==> src/rtl/seq_alu.sv <==
// Multi-cycle unsigned ALU: clear/add/sub in one cycle, shift-add multiply and
// restoring divide one bit per cycle, 2W-bit result with a registered done pulse.
module seq_alu #(
    parameter int W = 4
) (
    input  logic             clk,
    input  logic             rst,
    input  logic             start,
    input  logic [W-1:0]     first_nr,
    input  logic [W-1:0]     second_nr,
    input  logic [3:0]       operation,
    output logic [2*W-1:0]   result,
    output logic             busy,
    output logic             done,
    output logic             err
);

    localparam int CW = $clog2(W) + 1;

    localparam logic [3:0] OP_CLR = 4'h0;
    localparam logic [3:0] OP_ADD = 4'h1;
    localparam logic [3:0] OP_MUL = 4'h2;
    localparam logic [3:0] OP_SUB = 4'h3;
    localparam logic [3:0] OP_DIV = 4'h4;

    typedef enum logic {IDLE, EXEC} state_e;

    state_e           state_q;
    logic [3:0]       op_q;
    logic [2*W-1:0]   a_q;      // multiplicand / dividend, shifted left each iteration
    logic [W-1:0]     b_q;      // multiplier (shifted right) / divisor (held)
    logic [2*W-1:0]   acc_q;
    logic [W-1:0]     rem_q;
    logic [W-1:0]     quo_q;
    logic [CW-1:0]    cnt_q;
    logic [2*W-1:0]   result_q;
    logic             busy_q;
    logic             done_q;
    logic             err_q;

    logic [2*W-1:0]   mul_acc_d;
    logic [W:0]       rem_shift;
    logic             div_fits;
    logic [W-1:0]     rem_d;
    logic [W-1:0]     quo_d;
    logic [W:0]       sum;
    logic [W:0]       diff;
    logic             last;
    logic             finish_d;
    logic [2*W-1:0]   result_d;
    logic             err_d;

    // One multiply/divide step plus the completion decision for the current op.
    // NOTE: every signal gets a default first so no path through the case leaves it unassigned (no latch).
    always_comb begin
        mul_acc_d = acc_q + (b_q[0] ? a_q : '0);
        rem_shift = {rem_q, a_q[W-1]};
        div_fits  = rem_shift >= {1'b0, b_q};
        rem_d     = div_fits ? W'(rem_shift - {1'b0, b_q}) : rem_shift[W-1:0];
        quo_d     = {quo_q[W-2:0], div_fits};
        sum       = {1'b0, a_q[W-1:0]} + {1'b0, b_q};
        diff      = {1'b0, a_q[W-1:0]} - {1'b0, b_q};
        last      = (cnt_q == CW'(W - 1));
        finish_d  = 1'b1;
        result_d  = result_q;
        err_d     = 1'b1;
        case (op_q)
            OP_CLR: begin result_d = '0;                             err_d = 1'b0; end
            OP_ADD: begin result_d = {{(W-1){1'b0}}, sum};           err_d = 1'b0; end
            OP_SUB: begin result_d = {{(W-1){diff[W]}}, diff};       err_d = 1'b0; end
            OP_MUL: begin finish_d = last; result_d = mul_acc_d;     err_d = 1'b0; end
            OP_DIV: begin
                if (b_q == '0) begin
                    result_d = '1;
                end else begin
                    finish_d = last;
                    result_d = {rem_d, quo_d};
                    err_d    = 1'b0;
                end
            end
            default: ;
        endcase
    end

    // NOTE: state updates use non-blocking assignments so every register samples pre-edge values.
    always_ff @(posedge clk) begin
        if (!rst) begin
            state_q  <= IDLE;
            op_q     <= OP_CLR;
            a_q      <= '0;
            b_q      <= '0;
            acc_q    <= '0;
            rem_q    <= '0;
            quo_q    <= '0;
            cnt_q    <= '0;
            result_q <= '0;
            busy_q   <= 1'b0;
            done_q   <= 1'b0;
            err_q    <= 1'b0;
        end else begin
            done_q <= 1'b0;
            case (state_q)
                IDLE: begin
                    if (start) begin
                        op_q    <= operation;
                        a_q     <= {{W{1'b0}}, first_nr};
                        b_q     <= second_nr;
                        acc_q   <= '0;
                        rem_q   <= '0;
                        quo_q   <= '0;
                        cnt_q   <= '0;
                        busy_q  <= 1'b1;
                        state_q <= EXEC;
                    end
                end
                EXEC: begin
                    acc_q <= mul_acc_d;
                    a_q   <= a_q << 1;
                    rem_q <= rem_d;
                    quo_q <= quo_d;
                    cnt_q <= cnt_q + CW'(1);
                    if (op_q == OP_MUL) begin
                        b_q <= b_q >> 1;
                    end
                    if (finish_d) begin
                        result_q <= result_d;
                        err_q    <= err_d;
                        done_q   <= 1'b1;
                        busy_q   <= 1'b0;
                        cnt_q    <= '0;
                        state_q  <= IDLE;
                    end
                end
                default: state_q <= IDLE;
            endcase
        end
    end

    assign result = result_q;
    assign busy   = busy_q;
    assign done   = done_q;
    assign err    = err_q;

endmodule
==> config.mk <==
export PLATFORM = sky130hd
export DESIGN_NAME = seq_alu
export DESIGN_NICKNAME = d
export VERILOG_FILES = /design/src/rtl/seq_alu.sv
export SDC_FILE = /design/constraint.sdc
export NUM_CORES = 1
export LEC_CHECK = 0
export BUFFER_PORTS_ARGS = -buffer_cell sky130_fd_sc_hd__buf_2
export CAP_MARGIN = 20
export CORE_MARGIN = 2
export CORE_UTILIZATION = 25
export DETAILED_ROUTE_END_ITERATION = 8
export GPL_TIMING_DRIVEN = 0
export HOLD_SLACK_MARGIN = 0.05
export SETUP_SLACK_MARGIN = 0.1
export SLEW_MARGIN = 20
export SYNTH_ARGS = -nofsm -noshare
export SYNTH_HDL_FRONTEND = slang
export SYNTH_SLANG_ARGS = --single-unit
==> constraint.sdc <==
create_clock -name clk -period 2.5 [get_ports clk]
set_input_delay 0.25 -clock clk [delete_from_list [all_inputs] [get_ports clk]]
set_output_delay 0.25 -clock clk [all_outputs]
set_load 0.05 [all_outputs]
# After elaboration in Yosys (flattened, before gate mapping)
# Cells that the tools add are included.
# totals
register_bits,46
latch_bits,0
ram_bits,0
romBits,0
input_bits,15
out_inout_bits,11
wordCells,65
memories,0
# op_classes
addsub,5
multipliers,0
div_mod_pow,0
order_cmp,1
eq_ne,8
shifts,0
n_mux,28
bitwise,1
reduce_logical,10
# op_table
op,n
8-bit case mux with 5 select lines,1
8-bit 2-to-1 mux,4
8-bit case mux with 2 select lines,2
4-bit 2-to-1 mux,4
4-bit case mux with 2 select lines,2
3-bit case mux with 2 select lines,2
2-bit AND reduction,5
8-bit adder,1
"4-bit by 2-bit equality test with 1-bit output, second input constant",2
4-bit zero test,2
1-bit case mux with 2 select lines,4
1-bit 2-to-1 mux,7
3-bit 2-to-1 mux,2
4-bit by 4-bit adder with 5-bit output,1
5-bit by 4-bit >= comparator with 1-bit output,1
5-bit nonzero test,1
4-bit by 4-bit subtractor with 5-bit output,1
"4-bit by 1-bit equality test with 1-bit output, second input constant",1
"4-bit by 3-bit equality test with 1-bit output, second input constant",1
"2-bit by 1-bit != test with 1-bit output, second input constant",2
4-bit OR reduction,1
4-bit subtractor,1
"3-bit by 1-bit adder with 3-bit output, second input constant",1
"3-bit by 2-bit equality test with 1-bit output, second input constant",1
other kinds (3),3

# Logic depth before layout (Yosys ltp)
# Gate-level depths: netlist of run 1.
# logic_depth
word_depth,5
mapped_depth,10

# Least setup slack after synthesis of run 1
# Ideal clock, no wire load.
# synth_timing
path_type,reg2reg
from,register b_q[0]
to,register result_q[6] (netlist: result[6])
setup_time_ns,0.117
arrival_time_ns,2.275
required_ns,2.383
setup_slack_ns,0.108
path_stages_with_launch,10
n_path_buf,0
period_less_slack_ns,2.392
cell_sequence,dfxtp_1 > ha_1 > ha_1 > fa_1 > a211oi_1 > o21bai_1 > a21oi_1 > xor2_1 > o221ai_1 > a32o_1
# synth_via
elab_chain_len,4
# synth_rtl
element,line_no,source
start: declaration,31,logic [W-1:0] b_q;
start signal: assignment,107,b_q <= second_nr;
start signal: assignment,123,b_q <= b_q >> 1;
4-bit subtractor (tied with other cells),59,"rem_d = div_fits ? W'(rem_shift - {1'b0, b_q}) : rem_shift[W-1:0];"
4-bit 2-to-1 mux / 1-bit 2-to-1 mux (equally long branches),"59, 73",
8-bit 2-to-1 mux / 1-bit case mux with 2 select lines (equally long branches),"73, 67",
8-bit case mux with 5 select lines / 3-bit AND reduction (equally long branches),n/a,
end signal: assignment,126,result_q <= result_d;
end: declaration,36,logic [2*W-1:0] result_q;
# Several ways; a longest one is shown, not always the timed one.
# A chain may end at the register's enable or synchronous reset.

# Final worst setup path of run 1
# layout_timing
from,register b_q[0]
to,register result_q[5] (netlist: result[5])
# The elaborated chain is that of the path after synthesis.

==> results of run 1 <==
==> kinds of logic after synthesis <==
| family | count (synthesis) | synth area share |
|---|---|---|
| and+or+nand+nor | 121 | 0.231 |
| AOI/OAI and AO/OA | 88 | 0.204 |
| DFF | 46 | 0.319 |
| buffers and inverters | 32 | 0.0437 |
| adders and majority gates | 26 | 0.123 |
| muxes | 15 | 0.0528 |
| xor gates and xnor gates | 9 | 0.0273 |
==> metrics by stage <==
stage | area [um^2] | TNS [ns] | power, mW | hold WS [ns]
after floorplan | 2890 | 0 | 1.07 | 0.389
after global placement | 3180 | -0.843 | 1.17 | 0.444
after detailed placement | 3180 | -1.12 | 1.18 | 0.447
after CTS | 3420 | 0 | 1.86 | 0.201
after global routing | 3490 | 0 | 1.97 | 0.229
final | 3490 | 0 | 1.88 | 0.200
==> how the worst min path moves through the flow <==
stage                           end  slack (ns)  cells after the start
2_1_floorplan   b_q[3]$_SDFFE_PN0P_        0.39                      2
3_3_place_gp       err$_SDFFE_PN0P_        0.44                      2
3_5_place_dp       err$_SDFFE_PN0P_        0.45                      2
4_1_cts        op_q[0]$_SDFFE_PN0P_        0.20                      3
5_1_grt         b_q[3]$_SDFFE_PN0P_        0.23                      3
6_report       op_q[0]$_SDFFE_PN0P_        0.20                      3
==> routing by layer <==
layer | global-route usage | up-vias | wire, um
li1 | - | 1264 | -
met1 | 0.182 | 1227 | 3860
met2 | 0.203 | 56 | 3770
met3 | 0.0223 | 9 | 314
met4 | 0.0387 | 0 | 120
met5 | 0 | - | 0
==> final cells by class <==
type / count / area [um^2]
multi-input cells: 259 / 1930
flip-flops and latches: 46 / 931
plain buffers: 18 / 77.6
repair buffers: 30 / 171
fillers: 1194 / 7880
clock inverters: 1 / 5.00
well taps: 143 / 179
clock buffers: 7 / 143
inverters: 14 / 52.6
==> synthesized netlist by cell type (2+ instances only) <==
cell,count
nor2b_1,7
mux2_2,2
xor2_1,5
xnor2_1,4
nand2_1,18
ha_1,22
dfxtp_1,46
nand3b_1,3
a21oi_1,35
a32o_1,2
nor2_1,44
o21ai_0,12
fa_1,4
o21a_1,7
nand2b_1,6
and2b_1,2
nand4_1,2
mux2i_1,13
a211oi_1,6
o221ai_1,2
o31ai_1,2
buf_1,2
clkbuf_1,13
nor3_1,5
and2_1,10
a21o_1,4
inv_1,13
o21ai_1,2
nor4_4,2
nor3b_1,16
a22oi_1,2
buf_2,2
==> sequential cells by signal (all words and copies together) (netlist names), 3 cells and up <==
| register | cells |
|---|---|
| a_q | 8 |
| acc_q | 8 |
| b_q | 4 |
| cnt_q | 3 |
| op_q | 4 |
| quo_q | 3 |
| rem_q | 4 |
| result | 8 |
==> what timing repair did <==
| item | in CTS | in global routing |
|---|---|---|
| buffers inserted | 5 | 2 |
| pin swaps | 8 | 7 |
| gates resized for setup | 15 | 15 |
| setup endpoints to repair | 12 | 7 |
==> worst min-delay path: stages <==
cell     delay [ns]
buf_2          0.08
mux2i_1        0.05
nor2_1         0.07
==> placed cells by master (no fill, tap or decap), types with 3 or more instances in the layout <==
cell type | Yosys | routed
dfxtp_1 | 46 | 42
nor2b_1 | 7 | 6
a21o_1 | 4 | 4
nor3b_1 | 16 | 16
ha_1 | 22 | 20
o21ai_0 | 12 | 12
nand2b_1 | 6 | 6
nand2_1 | 18 | 18
clkbuf_16 | 0 | 5
and2_1 | 10 | 9
xor2_1 | 5 | 4
a21oi_1 | 35 | 34
buf_4 | 1 | 8
a211oi_1 | 6 | 5
nor2_1 | 44 | 44
nor3_1 | 5 | 5
o21a_1 | 7 | 7
inv_1 | 13 | 12
mux2i_1 | 13 | 12
nand3b_1 | 3 | 3
clkbuf_1 | 13 | 13
xnor2_1 | 4 | 3
buf_2 | 2 | 25
fa_1 | 4 | 3
==> power groups by stage <==
stage | combinational, mW | sequential, mW | clock (mW)
after floorplan | 0.260 | 0.815 | 0
after global placement | 0.357 | 0.810 | 0
after detailed placement | 0.366 | 0.812 | 0
after CTS | 0.381 | 0.793 | 0.688
after global routing | 0.455 | 0.795 | 0.716
final | 0.411 | 0.791 | 0.679
==> flow_metrics.py, run 1 <==
metrics = {
    "synth": {
        "synthTopCellsByArea": "dfxtp_1, ha_1, a21oi_1",
        "netlist_instances": 337,
        "async_reset_ff_frac": 0,
        "syn_area_um2": 2890,
        "synth_nets": 378,
        "yosysWarnings": 0,
        "synth_seq_cells": 46,
        "synth_cell_types": 54,
        "postSynthAreaPerCell_um2": 8.58,
        "synth_top_area_share": 0.319,
        "synth_edf_count": 0,
        "synth-main-ff-cell": "dfxtp_1",
        "yosys.area.top_type": "dfxtp_1",
        "yosysSeqAreaShare": 0.319,
    },
    "pwr": {
        "power.switching_mw": 0.561,
        "p_seq_frac": 0.420,
        "p_per_area_nw_per_um2": 539,
        "ir_worst_vdd_uv": 312,
        "sw_frac_of_total": 0.298,
        "p_leak_nw": 1.38,
        "internal_power_mw": 1.32,
        "p_comb_frac": 0.219,
        "clkPwrFrac": 0.361,
    },
    "clock_network": {
        "cts_buffers": 5,
        "clockBufferDepth": 2,
        "clock-sinks": 46,
        "cts.clk_slew.worst_paths_ns": 0.06,
        "cts_hold_buf": 0,
        "tritoncts": "done",
        "clk_latency_ns": 0.29,
        "cts_max_level": 2,
        "root_buffer": "clkbuf_16",
    },
    "critical_path": {
        "startpoint_type": "flip-flop",
        "rr_startpoint": "b_q[0]$_SDFFE_PN0P_",
        "worst_ep_arrival_time_ns": 2.47,
        "crit_fanout": 10,
        "slowest_stage": "dfxtp_4",
        "cp-end-kind": "flip-flop",
        "endpoint": "result[5]$_SDFFE_PN0P_",
        "r2r_slack_ns": 0.21,
        "ff2ff_path_depth": 9,
        "critPathKind": "reg2reg",
        "cpMostUsedCell": "ha_1",
        "required_ns": 2.68,
        "cp_cell_sequence": "buf_6 > ha_1 > ha_1 > and3_1 > a22oi_2 > nand2b_1 > xnor2_2 > o221ai_1 > a32o_1",
        "critical-path-top-delay-family": "compound AO/OA/AOI/OAI gates",
        "crit_start": "b_q[0]$_SDFFE_PN0P_",
        "cp_num_buf_inv": 1,
        "worst_r2r_endpoint": "result[5]$_SDFFE_PN0P_",
        "path_depth": 9,
        "max_stage_delay_ns": 0.36,
    },
    "routing": {
        "vias": 2556,
        "wl_um": 8070,
        "first_iter_violations": 117,
        "routedWlPerCell_um": 15.6,
        "drtPass1Iterations": 4,
        "ant_nets": 0,
        "drc": 0,
        "via_per_inst": 4.93,
    },
    "outcome": {
        "status": "finished, final reports clean",
    },
    "sta": {
        "finalHoldViolations": 0,
        "skew_ns": 0.00574,
        "period_share": 0.918,
        "setup_ws_ns": 0.206,
        "max_freq_mhz": 436,
        "slew_headroom": 0.576,
        "maxSlewViolCount": 0,
        "setup-violations-final": 0,
        "rsz0062_at_grt": "true",
        "worst_pin_slew_ns": 0.636,
        "min_period_ns": 2.29,
    },
    "grt": {
        "antenna_found_initial": 0,
        "grt-ovfl-total": 0,
        "grt_pass1_vias": 2416,
        "grt_usage": 0.129,
        "grt_max_degree": 14,
        "grt_pass1_wl_um": 12800,
    },
    "layout": {
        "final_util": 0.307,
        "final_cells": 518,
        "synthToLayoutAreaGrowth_pct": 20.8,
        "finalNetCount": 415,
        "n_antenna_cell": 0,
        "drive_above_1_share": 0.192,
    },
    "placed_design": {
        "place_congestion": 0.889,
        "place_inst": 503,
        "hpwl_um": 5980,
        "pre_cts_slack_ns": -0.348,
        "io_buffers": 23,
    },
    "floorplanning": {
        "die_y_um": 112,
        "rows": 39,
        "io_pins": 26,
        "dieArea_um2": 12400,
        "start_util": 0.254,
        "coreArea_um2": 11400,
        "fp.dieW_um": 112,
    },
    "min_path": {
        "hold_class": "in2reg",
        "worstHoldStart": "operation[0]",
    },
    "run": {
        "drv_cap": 0,
    },
}
Note: power is estimated with default switching activity, not from simulation.
==> run 2: changes to the inputs <==
==> constraint.sdc (replaced) <==
create_clock -name clk -period 2.05 [get_ports clk]
set_input_delay 0.205 -clock clk [delete_from_list [all_inputs] [get_ports clk]]
set_output_delay 0.205 -clock clk [all_outputs]
set_load 0.05 [all_outputs]
==> flow_metrics.py, run 2 (synthesized netlist as in run 1, its figures left out) <==
metrics = {
    "sta": {
        "timing.hold.ws_ns": 0.162,
        "max_freq_mhz": 444,
        "period_share": 1.10,
        "skew_ns": 0.00690,
        "rsz0062_at_grt": "true",
        "slew_headroom": 0.564,
        "worst_pin_slew_ns": 0.654,
        "finalHoldViolations": 0,
        "min_period_ns": 2.25,
        "setup-violations-final": 8,
        "setup_ws_ns": -0.202,
        "maxSlewViolCount": 0,
        "tns_ns": -0.941,
    },
    "clock_network": {
        "root_buffer": "clkbuf_16",
        "cts_max_level": 2,
        "clk_latency_ns": 0.29,
        "clockBufferDepth": 2,
        "cts_buffers": 5,
        "cts.clk_slew.worst_paths_ns": 0.06,
        "tritoncts": "done",
        "clock-sinks": 46,
    },
    "placed_design": {
        "io_buffers": 23,
        "placed_cell_area_um2": 3280,
        "hpwl_um": 6040,
        "place_congestion": 0.901,
    },
    "floorplanning": {
        "rows": 39,
        "die_y_um": 112,
        "start_util": 0.254,
        "dieArea_um2": 12400,
        "fp.dieW_um": 112,
        "io_pins": 26,
        "coreArea_um2": 11400,
    },
    "grt": {
        "grt_pass1_vias": 2575,
        "grt-ovfl-total": 0,
        "grt_pass1_wl_um": 13400,
        "antenna_found_initial": 0,
        "grt_usage": 0.135,
        "grt_max_degree": 14,
    },
    "layout": {
        "final_cell_mix": "nor2_1, dfxtp_1, a21oi_1",
        "drive_above_1_share": 0.332,
        "post-route-cell-area_um2": 3920,
        "nFillCells": 1174,
        "layout_commonest_cell": "nor2_1",
        "finalNetCount": 430,
        "synthToLayoutAreaGrowth_pct": 35.8,
        "final_util": 0.345,
        "n_antenna_cell": 0,
    },
    "routing": {
        "drtPass1Iterations": 4,
        "via_per_inst": 4.86,
        "wl_um": 8320,
        "ant_nets": 0,
        "routedWlPerCell_um": 15.6,
        "vias": 2587,
        "drc": 0,
        "first_iter_violations": 198,
    },
    "critical_path": {
        "startpoint_type": "flip-flop",
        "max_stage_delay_ns": 0.39,
        "crit_fanout": 6,
        "required_ns": 2.23,
        "critical-path-top-delay-family": "compound AO/OA/AOI/OAI gates",
        "slowest_stage": "fa_2",
        "cp-end-kind": "flip-flop",
        "worst_ep_arrival_time_ns": 2.43,
        "critPathKind": "reg2reg",
        "cp_num_buf_inv": 1,
        "cp_cell_sequence": "buf_4 > and2_4 > fa_2 > a211oi_2 > o21bai_1 > a21oi_2 > xor2_1 > o221ai_1 > a32o_1",
    },
    "pwr": {
        "ir_worst_vdd_uv": 330,
        "p_per_area_nw_per_um2": 615,
        "p_leak_nw": 1.50,
    },
    "run": {
        "drv_cap": 0,
    },
    "outcome": {
        "violations": "setup timing",
        "status": "finished with violations",
    },
    "min_path": {
        "hold_class": "in2reg",
    },
}
-- run 2: cell count changes in the layout (fill, tap and decap cells not counted), sizes merged --
| cell | before | now |
|---|---|---|
| buf | 36 | 53 |
| clkinv | 2 | 1 |
| clkbuf | 19 | 17 |
-- run 2: cell type report --
class | instances | area, um^2 | area share
Buffer | 17 | 81.3 | 0.0207
Timing Repair Buffer | 46 | 303 | 0.0772
Sequential cell | 46 | 942 | 0.240
Tap cell | 143 | 179 | 0.0456
Multi-Input combinational cell | 259 | 2220 | 0.566
Inverter | 14 | 55.1 | 0.0140
Clock buffer | 7 | 143 | 0.0364
-- run 2: routing by layer --
metal / vias up / share of wire / GRT usage / wire length (um)
met5: - / 0 / 0 / 0
met3: 10 / 0.037 / 0.0212 / 306
met2: 48 / 0.47 / 0.215 / 3900
li1: 1294 / - / - / -
met1: 1235 / 0.48 / 0.190 / 3990
met4: 0 / 0.016 / 0.0412 / 129
-- run 2: worst min-delay path, cell delays in order --
cell and delay (ns):
buf_2 0.08, mux2i_1 0.05, nor2_1 0.07
-- run 2: metrics by stage --
step	power (mW)	worst slack [ns]	instances
finish	2.41	-0.202	532
global route	2.53	-0.312	532
CTS	2.33	-0.258	523
detailed placement	1.46	-0.396	503
global placement	1.45	-0.389	503
floorplan	1.33	-0.0999	337
-- run 2: what timing repair did --
action,in CTS,in global routing
setup buffers,13,11
resized for setup,33,39
cloned,0,0
pin swaps,20,12
hold buffers,0,0
endpoints found under the setup margin,26,25
-- run 2: power breakdown --
part           switching (mW)  leakage [nW]  internal, mW
combinational           0.345          1.05         0.290
sequential             0.0438         0.378         0.926
clock                   0.331        0.0700         0.479
total                   0.720          1.50          1.69
-- run 2: final timing paths --
kind	startpoint	cells past startpoint	slack, ns	endpoint
max	b_q[0]$_SDFFE_PN0P_	9	-0.20	result[6]$_SDFFE_PN0P_
min	operation[0]	3	0.16	op_q[0]$_SDFFE_PN0P_
max reg2reg	b_q[0]$_SDFFE_PN0P_	9	-0.20	result[6]$_SDFFE_PN0P_
min reg2reg	result[0]$_SDFFE_PN0P_	2	0.47	result[0]$_SDFFE_PN0P_
==> run 3: changes to the inputs <==
--- a/config.mk
+++ b/config.mk
@@ -9,6 +9,7 @@
 export CAP_MARGIN = 20
 export CORE_MARGIN = 2
 export CORE_UTILIZATION = 25
+export CTS_BUF_LIST = sky130_fd_sc_hd__clkbuf_4
 export DETAILED_ROUTE_END_ITERATION = 8
 export GPL_TIMING_DRIVEN = 0
 export HOLD_SLACK_MARGIN = 0.05
==> flow_metrics.py, run 3 (synthesized netlist as in run 1, its figures left out) <==
metrics = {
    "sta": {
        "setup-violations-final": 10,
        "timing.hold.ws_ns": 0.0695,
        "slew_headroom": 0.556,
        "period_share": 1.11,
        "rsz0062_at_grt": "true",
        "finalHoldViolations": 0,
        "setup_ws_ns": -0.223,
        "min_period_ns": 2.27,
        "maxSlewViolCount": 0,
        "max_freq_mhz": 440,
        "tns_ns": -1.23,
        "skew_ns": 0.0175,
        "worst_pin_slew_ns": 0.666,
    },
    "placed_design": {
        "placed_cell_area_um2": 3280,
        "pre_cts_slack_ns": -0.396,
        "hpwl_um": 6040,
        "io_buffers": 23,
        "place_inst": 503,
        "place_congestion": 0.901,
    },
    "min_path": {
        "hold_depth": 3,
        "min_to": "op_q[3]$_SDFFE_PN0P_",
        "hold_class": "in2reg",
        "worstHoldStart": "operation[3]",
    },
    "outcome": {
        "status": "finished with violations",
        "violations": "setup timing",
    },
    "critical_path": {
        "cpMostUsedCell": "ha_4",
        "worst_r2r_endpoint": "result[6]$_SDFFE_PN0P_",
        "cp_cell_sequence": "ha_4 > ha_4 > fa_2 > a211oi_2 > o21bai_1 > a21oi_2 > xor2_2 > o221ai_1 > a32o_1",
        "rr_startpoint": "b_q[0]$_SDFFE_PN0P_",
        "startpoint_type": "flip-flop",
        "critPathKind": "reg2reg",
        "max_stage_delay_ns": 0.39,
        "crit_fanout": 3,
        "required_ns": 2.33,
        "worst_ep_arrival_time_ns": 2.55,
        "slowest_stage": "dfxtp_4",
        "r2r_slack_ns": -0.22,
        "cp-end-kind": "flip-flop",
        "ff2ff_path_depth": 9,
    },
    "grt": {
        "grt_usage": 0.135,
        "grt_pass1_wl_um": 13400,
        "antenna_found_initial": 0,
        "grt-ovfl-total": 0,
        "grt_max_degree": 14,
        "grt_pass1_vias": 2627,
    },
    "layout": {
        "multi_input_area_um2": 2220,
        "drive_above_1_share": 0.339,
        "finalNetCount": 430,
        "post-route-cell-area_um2": 3840,
        "synthToLayoutAreaGrowth_pct": 32.9,
        "nFillCells": 1190,
        "final_cell_mix": "nor2_1, dfxtp_1, a21oi_1",
        "final_cells": 532,
        "final_util": 0.338,
        "layout_commonest_cell": "nor2_1",
        "seqCellArea_um2": 946,
        "n_antenna_cell": 0,
    },
    "routing": {
        "drtPass1Iterations": 4,
        "routedWlPerCell_um": 15.7,
        "ant_nets": 0,
        "first_iter_violations": 177,
        "vias": 2614,
        "via_per_inst": 4.91,
        "wl_um": 8370,
        "drc": 0,
    },
    "clock_network": {
        "clockBufferDepth": 2,
        "cts.clk_slew.worst_paths_ns": 0.14,
        "root_buffer": "clkbuf_4",
        "cts_max_level": 2,
        "clk_latency_ns": 0.38,
        "tritoncts": "done",
        "clock-sinks": 46,
        "cts_hold_buf": 0,
        "cts_buffers": 5,
    },
    "floorplanning": {
        "fp.dieW_um": 112,
        "coreArea_um2": 11400,
        "io_pins": 26,
        "start_util": 0.254,
        "die_y_um": 112,
        "dieArea_um2": 12400,
        "rows": 39,
    },
    "pwr": {
        "ir_worst_vdd_uv": 229,
        "power.total_mw": 2.04,
        "p_leak_nw": 1.46,
        "p_per_area_nw_per_um2": 532,
    },
    "run": {
        "drv_cap": 0,
    },
}
-- run 3: cell count changes in the layout (fill, tap and decap cells not counted), sizes merged --
cell,change
clkinvlp,+2
inv,-1
clkbuf,+1
buf,-2
-- run 3: worst max-delay path by stage --
stage                         from                     end  slack [ns]  depth (start not counted)
2_1_floorplan  b_q[0]$_SDFFE_PN0P_  result[6]$_SDFFE_PN0P_        -0.1                          9
5_1_grt        b_q[0]$_SDFFE_PN0P_  result[4]$_SDFFE_PN0P_       -0.33                          9
6_report       b_q[0]$_SDFFE_PN0P_  result[6]$_SDFFE_PN0P_       -0.22                          9
3_3_place_gp   b_q[0]$_SDFFE_PN0P_  result[6]$_SDFFE_PN0P_       -0.39                          9
3_5_place_dp   b_q[0]$_SDFFE_PN0P_  result[6]$_SDFFE_PN0P_       -0.40                          9
4_1_cts        b_q[0]$_SDFFE_PN0P_  result[6]$_SDFFE_PN0P_       -0.28                          9
-- run 3: critical path, delay by kind of cell, from the launching register on --
| kind | cells | cell delay [ns] |
|---|---|---|
| compound gates | 5 | 0.86 |
| fa+ha+maj | 3 | 0.72 |
| flops | 1 | 0.39 |
| xor+xnor | 1 | 0.19 |
-- run 3: metal layers --
layer / vias up / GRT usage / wire length, um
li1: 1293 / - / -
met1: 1256 / 0.191 / 4030
met2: 50 / 0.211 / 3930
met3: 15 / 0.0147 / 257
met4: 0 / 0.0535 / 155
met5: - / 0 / 0
-- run 3: timing repair --
action,CTS,global route
resized for setup,34,46
buffers inserted,14,9
pin swaps,21,18
endpoints found under the setup margin,26,26
-- run 3: power breakdown --
part           internal, mW  total, mW  leakage [nW]  switching [mW]
sequential            0.925      0.966         0.379          0.0412
combinational         0.299      0.654          1.06           0.355
clock                 0.138      0.424        0.0292           0.286
-- run 3: cell type report --
| class | instances | share of cell area |
|---|---|---|
| buffer | 18 | 0.0225 |
| clock buffer | 6 | 0.0117 |
| clock inverter | 1 | 0.000977 |
| inverter | 14 | 0.0163 |
| multi-input combinational | 259 | 0.577 |
| sequential | 46 | 0.246 |
| tap | 143 | 0.0466 |
| timing repair buffer | 45 | 0.0788 |
